## src/rtl/mod_count_sampler.sv

```systemverilog
// Samples an asynchronous ripple mod-N counter into clk_i, filters ripple glitches,
// and turns count changes into accumulated totals and handshaked increment deltas.
module mod_count_sampler #(
    parameter int N             = 3,
    parameter int STABLE_CYCLES = 2,
    parameter int CLEAR_CYCLES  = 2,
    parameter int ACC_W         = 16,
    localparam int CW           = $clog2(N)
) (
    input  logic             clk_i,
    input  logic             rst_ni,
    input  logic [CW-1:0]    count_i,
    output logic             clear_o,
    input  logic             clear_req_i,
    output logic             busy_o,
    output logic [ACC_W-1:0] total_o,
    output logic             overflow_o,
    output logic             delta_valid_o,
    output logic [ACC_W-1:0] delta_o,
    input  logic             delta_ready_i
);
    localparam int RUN_W = $clog2(STABLE_CYCLES + 1);
    localparam int CLR_W = (CLEAR_CYCLES > 1) ? $clog2(CLEAR_CYCLES) : 1;
    localparam logic [CW:0] NW = (CW + 1)'(N);

    typedef enum logic [1:0] {CLEAR, SETTLE, IDLE} state_e;

    state_e           state_q, state_d;
    logic [CW-1:0]    sync1_q, sync2_q;
    logic [CW-1:0]    cand_q, cand_d;
    logic [RUN_W-1:0] run_q, run_d;
    logic [CW-1:0]    base_q, base_d;
    logic [CLR_W-1:0] cnt_q, cnt_d;
    logic             busy_q, busy_d;
    logic [ACC_W-1:0] total_q, total_d;
    logic             ovf_q, ovf_d;
    logic             dv_q, dv_d;
    logic [ACC_W-1:0] delta_q, delta_d;

    logic             stable;
    logic [CW:0]      diff_raw, diff_mod;
    logic [CW-1:0]    d;
    logic             has_d;
    logic [ACC_W-1:0] d_ext;
    logic [ACC_W:0]   tsum, dsum;

    always_comb begin
        // Run length counts edges on which s matched the previous sample, saturating.
        if (sync2_q == cand_q)
            run_d = (run_q == RUN_W'(STABLE_CYCLES)) ? run_q : run_q + 1'b1;
        else
            run_d = RUN_W'(1);
        cand_d = sync2_q;
        stable = (run_d == RUN_W'(STABLE_CYCLES));

        // Modular difference kept non-negative by adding N before subtracting.
        diff_raw = {1'b0, sync2_q} + NW - {1'b0, base_q};
        diff_mod = (diff_raw >= NW) ? diff_raw - NW : diff_raw;
        d        = diff_mod[CW-1:0];
        has_d    = stable && (d != '0);
        d_ext    = ACC_W'(d);
        tsum     = {1'b0, total_q} + {1'b0, d_ext};
        dsum     = {1'b0, delta_q} + {1'b0, d_ext};

        state_d = state_q;
        base_d  = base_q;
        cnt_d   = cnt_q;
        total_d = total_q;
        ovf_d   = ovf_q;
        dv_d    = dv_q;
        delta_d = delta_q;

        case (state_q)
            CLEAR: begin
                if (cnt_q == CLR_W'(CLEAR_CYCLES - 1)) begin
                    state_d = SETTLE;
                    cnt_d   = '0;
                end else begin
                    cnt_d = cnt_q + 1'b1;
                end
            end
            SETTLE: begin
                if (stable && sync2_q == '0) begin
                    state_d = IDLE;
                    base_d  = '0;
                    total_d = '0;
                    ovf_d   = 1'b0;
                    dv_d    = 1'b0;
                    delta_d = '0;
                    run_d   = '0;
                    cand_d  = '0;
                end
            end
            IDLE: begin
                if (clear_req_i) begin
                    state_d = CLEAR;
                    cnt_d   = '0;
                end else begin
                    if (has_d) begin
                        total_d = tsum[ACC_W-1:0];
                        ovf_d   = ovf_q | tsum[ACC_W];
                        base_d  = sync2_q;
                    end
                    if (dv_q && delta_ready_i) begin
                        dv_d    = has_d;
                        delta_d = has_d ? d_ext : '0;
                    end else if (has_d) begin
                        dv_d    = 1'b1;
                        delta_d = dsum[ACC_W] ? '1 : dsum[ACC_W-1:0];
                    end
                end
            end
            default: state_d = CLEAR;
        endcase
        busy_d = (state_d != IDLE);
    end

    always_ff @(posedge clk_i or negedge rst_ni) begin
        if (!rst_ni) begin
            state_q <= CLEAR;
            sync1_q <= '0;
            sync2_q <= '0;
            cand_q  <= '0;
            run_q   <= '0;
            base_q  <= '0;
            cnt_q   <= '0;
            busy_q  <= 1'b1;
            total_q <= '0;
            ovf_q   <= 1'b0;
            dv_q    <= 1'b0;
            delta_q <= '0;
        end else begin
            state_q <= state_d;
            sync1_q <= count_i;
            sync2_q <= sync1_q;
            cand_q  <= cand_d;
            run_q   <= run_d;
            base_q  <= base_d;
            cnt_q   <= cnt_d;
            busy_q  <= busy_d;
            total_q <= total_d;
            ovf_q   <= ovf_d;
            dv_q    <= dv_d;
            delta_q <= delta_d;
        end
    end

    // The upstream clear is held for exactly the non-IDLE states, same as busy.
    assign clear_o       = busy_q;
    assign busy_o        = busy_q;
    assign total_o       = total_q;
    assign overflow_o    = ovf_q;
    assign delta_valid_o = dv_q;
    assign delta_o       = delta_q;
endmodule

```

## config.mk

```make
export PLATFORM = sky130hd
export DESIGN_NAME = mod_count_sampler
export DESIGN_NICKNAME = d
export VERILOG_FILES = /design/src/rtl/mod_count_sampler.sv
export SDC_FILE = /design/constraint.sdc
export NUM_CORES = 1
export LEC_CHECK = 0
export BUFFER_PORTS_ARGS = -buffer_cell sky130_fd_sc_hd__buf_2
export CAP_MARGIN = 20
export CELL_PAD_IN_SITES_DETAIL_PLACEMENT = 1
export CELL_PAD_IN_SITES_GLOBAL_PLACEMENT = 1
export CORE_UTILIZATION = 29
export CTS_CLUSTER_SIZE = 40
export DETAILED_ROUTE_END_ITERATION = 8
export PLACE_DENSITY_LB_ADDON = 0.1
export SLEW_MARGIN = 0
export SYNTH_ARGS = -nofsm -noshare
export SYNTH_HDL_FRONTEND = slang
export SYNTH_SLANG_ARGS = --single-unit
```

## constraint.sdc

```tcl
create_clock -name clk_i -period 4.2 [get_ports clk_i]
set_input_delay 0.84 -clock clk_i [delete_from_list [all_inputs] [get_ports clk_i]]
set_output_delay 0.84 -clock clk_i [all_outputs]
set_load 0.005 [all_outputs]
```

==> results.py <==
metrics = {
    "outcome": {
        "status": "complete, no violations",
    },
    "clock_network": {
        "clk_root_buffer_cell": "clkbuf_8",
        "path_clk_slew_ns": 0.10,
        "htree_num_levels": 2,
        "clock_insertion_delay_worst_skew_ns": 0.31,
        "clock_tree_from_tritoncts": "yes",
        "max-clock-path-buffers": 2,
        "cts_post_setup_buffers_inserted": 0,
        "cts_hold_buffers": 0,
        "clock_sinks": 48,
        "tritoncts.num_buffers": 5,
    },
    "pwr": {
        "power.switching_fraction_pct": 24.9,
        "switching_power_uw": 253,
        "share_seq_of_total_power_pct": 49.0,
        "cellLeakagePower_nw": 1.41,
        "power_per_standard_cell_area_nw_per_um2": 319,
        "clock_network_fraction_of_total_power_pct": 40.7,
        "power_report.internal_total_uw": 764,
        "worst_ir_drop_vdd_uv": 127,
        "combPwrFrac_pct": 10.3,
    },
    "critical_path": {
        "r2r_start": "sync2_q[0]$_DFF_PN0_",
        "timing.setup.critical_path_class": "reg2reg",
        "max_stage_delay_ns": 0.52,
        "crit_path_cell_trace": "ha_1 -> inv_1 -> fa_1 -> inv_1 -> ha_1 -> nor2b_2 -> mux2i_2 -> ha_1 -> inv_1 -> fa_1 -> nand2b_1 -> or3_4 -> or4_1 -> a21oi_1",
        "worst_path_max_delay_cell": "fa_1",
        "cp-startpoint": "sync2_q[0]$_DFF_PN0_",
        "nature_of_the_critical_path_startpoint": "register",
        "path_max_fanout": 8,
        "cp_data_required_time_ns": 4.44,
        "setup.worst_path.end_class": "register",
        "cp_top_family": "adder cells",
        "critPathBufInv": 3,
        "critical_path_arrival_ns": 4.17,
    },
    "layout": {
        "design.final.nets": 341,
        "mostFrequentLayoutCell": "dfrtp_1",
        "most-common-layout-cells": "47 x dfrtp_1, 41 x buf_2, 30 x a21oi_1",
        "final_area_um2": 3190,
        "num_antenna_cells": 0,
        "post_route_cells_drive_above_1_share_pct": 20.9,
        "instances_no_fill": 434,
        "area_growth_pct": 17.7,
    },
    "die": {
        "die_y_um": 98.7,
        "die-width_um": 98.7,
        "die_area_um2": 9740,
        "io_pins": 42,
        "rows": 34,
        "initial_core_util_pct": 30.5,
        "core_area_um2": 8890,
    },
    "routing": {
        "wl_met3_um": 214,
        "routed.top_layer": "met4",
        "detail_route.wirelength_um": 7450,
        "drt-met1-wl_um": 3690,
        "routedWlPerCell_um": 17.2,
        "ratio_of_routed_vias_to_standard_cells": 5.55,
        "antenna_left": 0,
        "remaining_drc_errors": 0,
        "detailedRoute.firstIterationViolations": 77,
        "wl_met2_um": 3470,
        "via_count": 2408,
        "drt-pass1-iter-count": 4,
    },
    "yosys": {
        "synth.yosys.seq_area_share_pct": 44.4,
        "syn-cell-area_um2": 2710,
        "number_of_enable_flip_flop_cells_after_synthesis": 0,
        "ys_warnings": 0,
        "synthesis.area_per_instance_um2": 9.54,
        "synthCells": 284,
        "total_of_flip_flops_plus_latches_after_synthesis": 48,
        "synth_async_sr_flop_share_pct": 100,
        "synthFlopType": "dfrtp_1",
        "yosys.cell_types.count": 46,
        "syn-num-nets": 300,
    },
    "sta": {
        "period_minus_slack_ns": 3.93,
        "setup_repair_after_global_routing_missed_its_margin": "no",
        "setup_viol_count_final": 0,
        "fin_worst_skew_ns": 0.0160,
        "finalHoldViolations": 0,
        "max_slew.worst_pin.slew_ns": 0.736,
        "max_freq_mhz": 254,
        "slew_limit_fails": 0,
        "worst_slew_margin_rel_pct": 50.9,
        "finalSetupTns_ns": 0,
        "final.period_utilization_pct": 93.6,
    },
    "global_routing": {
        "grt_util_all_layers_pct": 16.2,
        "grt_pass1_wl_um": 12600,
        "antenna_violations_before_repair": 0,
        "grt_max_degree": 38,
        "first_global_vias": 2422,
        "grt_overflow_total": 0,
    },
    "placement": {
        "postPlaceCellArea_um2": 3040,
        "routabilityCongestion": 0.768,
        "portBuffers": 41,
        "dp.cells": 426,
        "dp_hpwl_um": 5150,
    },
    "run": {
        "cap_violations": 0,
    },
    "worst_hold_path": {
        "min_from": "sync1_q[1]$_DFF_PN0_",
        "min-delay-path-class": "reg2reg",
    },
}
metrics by stage:
stage | setup WS [ns] | total power, mW | util, % | hold slack (ns)
after detailed placement | 0.145 | 0.614 | 34.2 | 0.336
final | 0.267 | 1.02 | 35.9 | 0.357
after floorplan | 0.526 | 0.572 | - | 0.331
after CTS | 0.113 | 1.04 | 35.7 | 0.362
after global placement | 0.312 | 0.611 | 34.2 | 0.337
after global routing | 0.000975 | 1.07 | 35.9 | 0.372
logic make-up after synthesis:
family                     after synthesis  synth area share, %
AOI/OAI and AO/OA                       89                 22.6
xor gates and xnor gates                 2                0.646
adders and majority gates               10                 5.45
buffers and inverters                   31                 4.80
DFF                                     48                 44.4
muxes                                    1                0.369
and+or+nand+nor                        103                 21.7
layout make-up:
type / instances / area [um2]
clock buffers: 5 / 68.8
flip-flops and latches: 48 / 1200
inverters: 16 / 60.1
fillers: 1034 / 5700
multi-input cells: 205 / 1390
repair buffers: 49 / 265
clock inverters: 3 / 68.8
well taps: 108 / 135
power groups by stage:
stage / logic, mW / clock network [mW] / registers [mW]
6_report: 0.105 / 0.413 / 0.498
5_1_grt: 0.121 / 0.445 / 0.502
4_1_cts: 0.107 / 0.430 / 0.499
3_5_place_dp: 0.106 / 0 / 0.508
3_3_place_gp: 0.103 / 0 / 0.507
2_1_floorplan: 0.0670 / 0 / 0.505
final timing paths:
path / endpoint / slack (ns) / cells past startpoint
setup / recovery: total_o[12]$_DFFE_PN0P_ / 0.27 / 14
hold / removal: sync2_q[1]$_DFF_PN0_ / 0.36 / 0
setup reg to reg: total_o[12]$_DFFE_PN0P_ / 0.27 / 14
hold reg to reg: sync2_q[1]$_DFF_PN0_ / 0.36 / 0
max in group asynchronous: delta_o[13]$_DFFE_PN0P_ / 2.94 / 2
min in group asynchronous: run_q[0]$_DFF_PN0_ / 0.49 / 1
routing by layer:
layer	vias up	GRT usage (%)
li1	1154	-
met3	5	3.05
met4	0	3.79
met2	30	25.9
met1	1219	22.8
met5	-	0
worst reg2reg max path: cells and delay by family, from the launching register on:
kind / cells / cell delay [ns]
AOI/OAI and AO/OA: 1 / 0.16
adders and majority gates: 5 / 1.52
buffers and inverters: 3 / 0.16
DFF: 1 / 0.43
muxes: 1 / 0.31
and+or+nand+nor: 4 / 1.29
what timing repair did:
action | CTS | global route
gates resized for setup | 0 | 3
hold endpoints to repair | 0 | 0
setup endpoints to repair | 0 | 3
state kept, by name, summed over array words and instances, names as in the netlist:
name           flops
cnt_q              1
delta_valid_o      1
sync1_q            2
base_q             2
busy_o             1
overflow_o         1
cand_q             2
delta_o           16
total_o           16
state_q            2
run_q              2
sync2_q            2
synth_stat cells, drive strengths merged, types with 2 or more instances:
library cell,count,area [um2]
clkbuf,11,41.3
nand4,7,43.8
nor4,2,12.5
fa,3,60.1
a21boi,2,15.0
a21oi,30,150
a31oi,10,68.8
ha,7,87.6
dfrtp,47,1180
nand3b,2,15.0
nor3,2,10.0
o31ai,11,82.6
nand2,21,78.8
and3,2,12.5
nand3,12,60.1
nand2b,3,18.8
nor2b,4,25.0
nor4b,2,32.5
or4,12,93.8
and4,2,17.5
nor2,15,56.3
o21ai,9,45.0
a41oi,4,42.6
o22a,12,105
a21o,2,15.0
o41ai,4,50.1
a211oi,3,22.5
and2,4,25.0
or3,10,62.6
buf,4,28.8
xor2,2,17.5
inv,16,60.1
(Power assumes the default switching activity.)
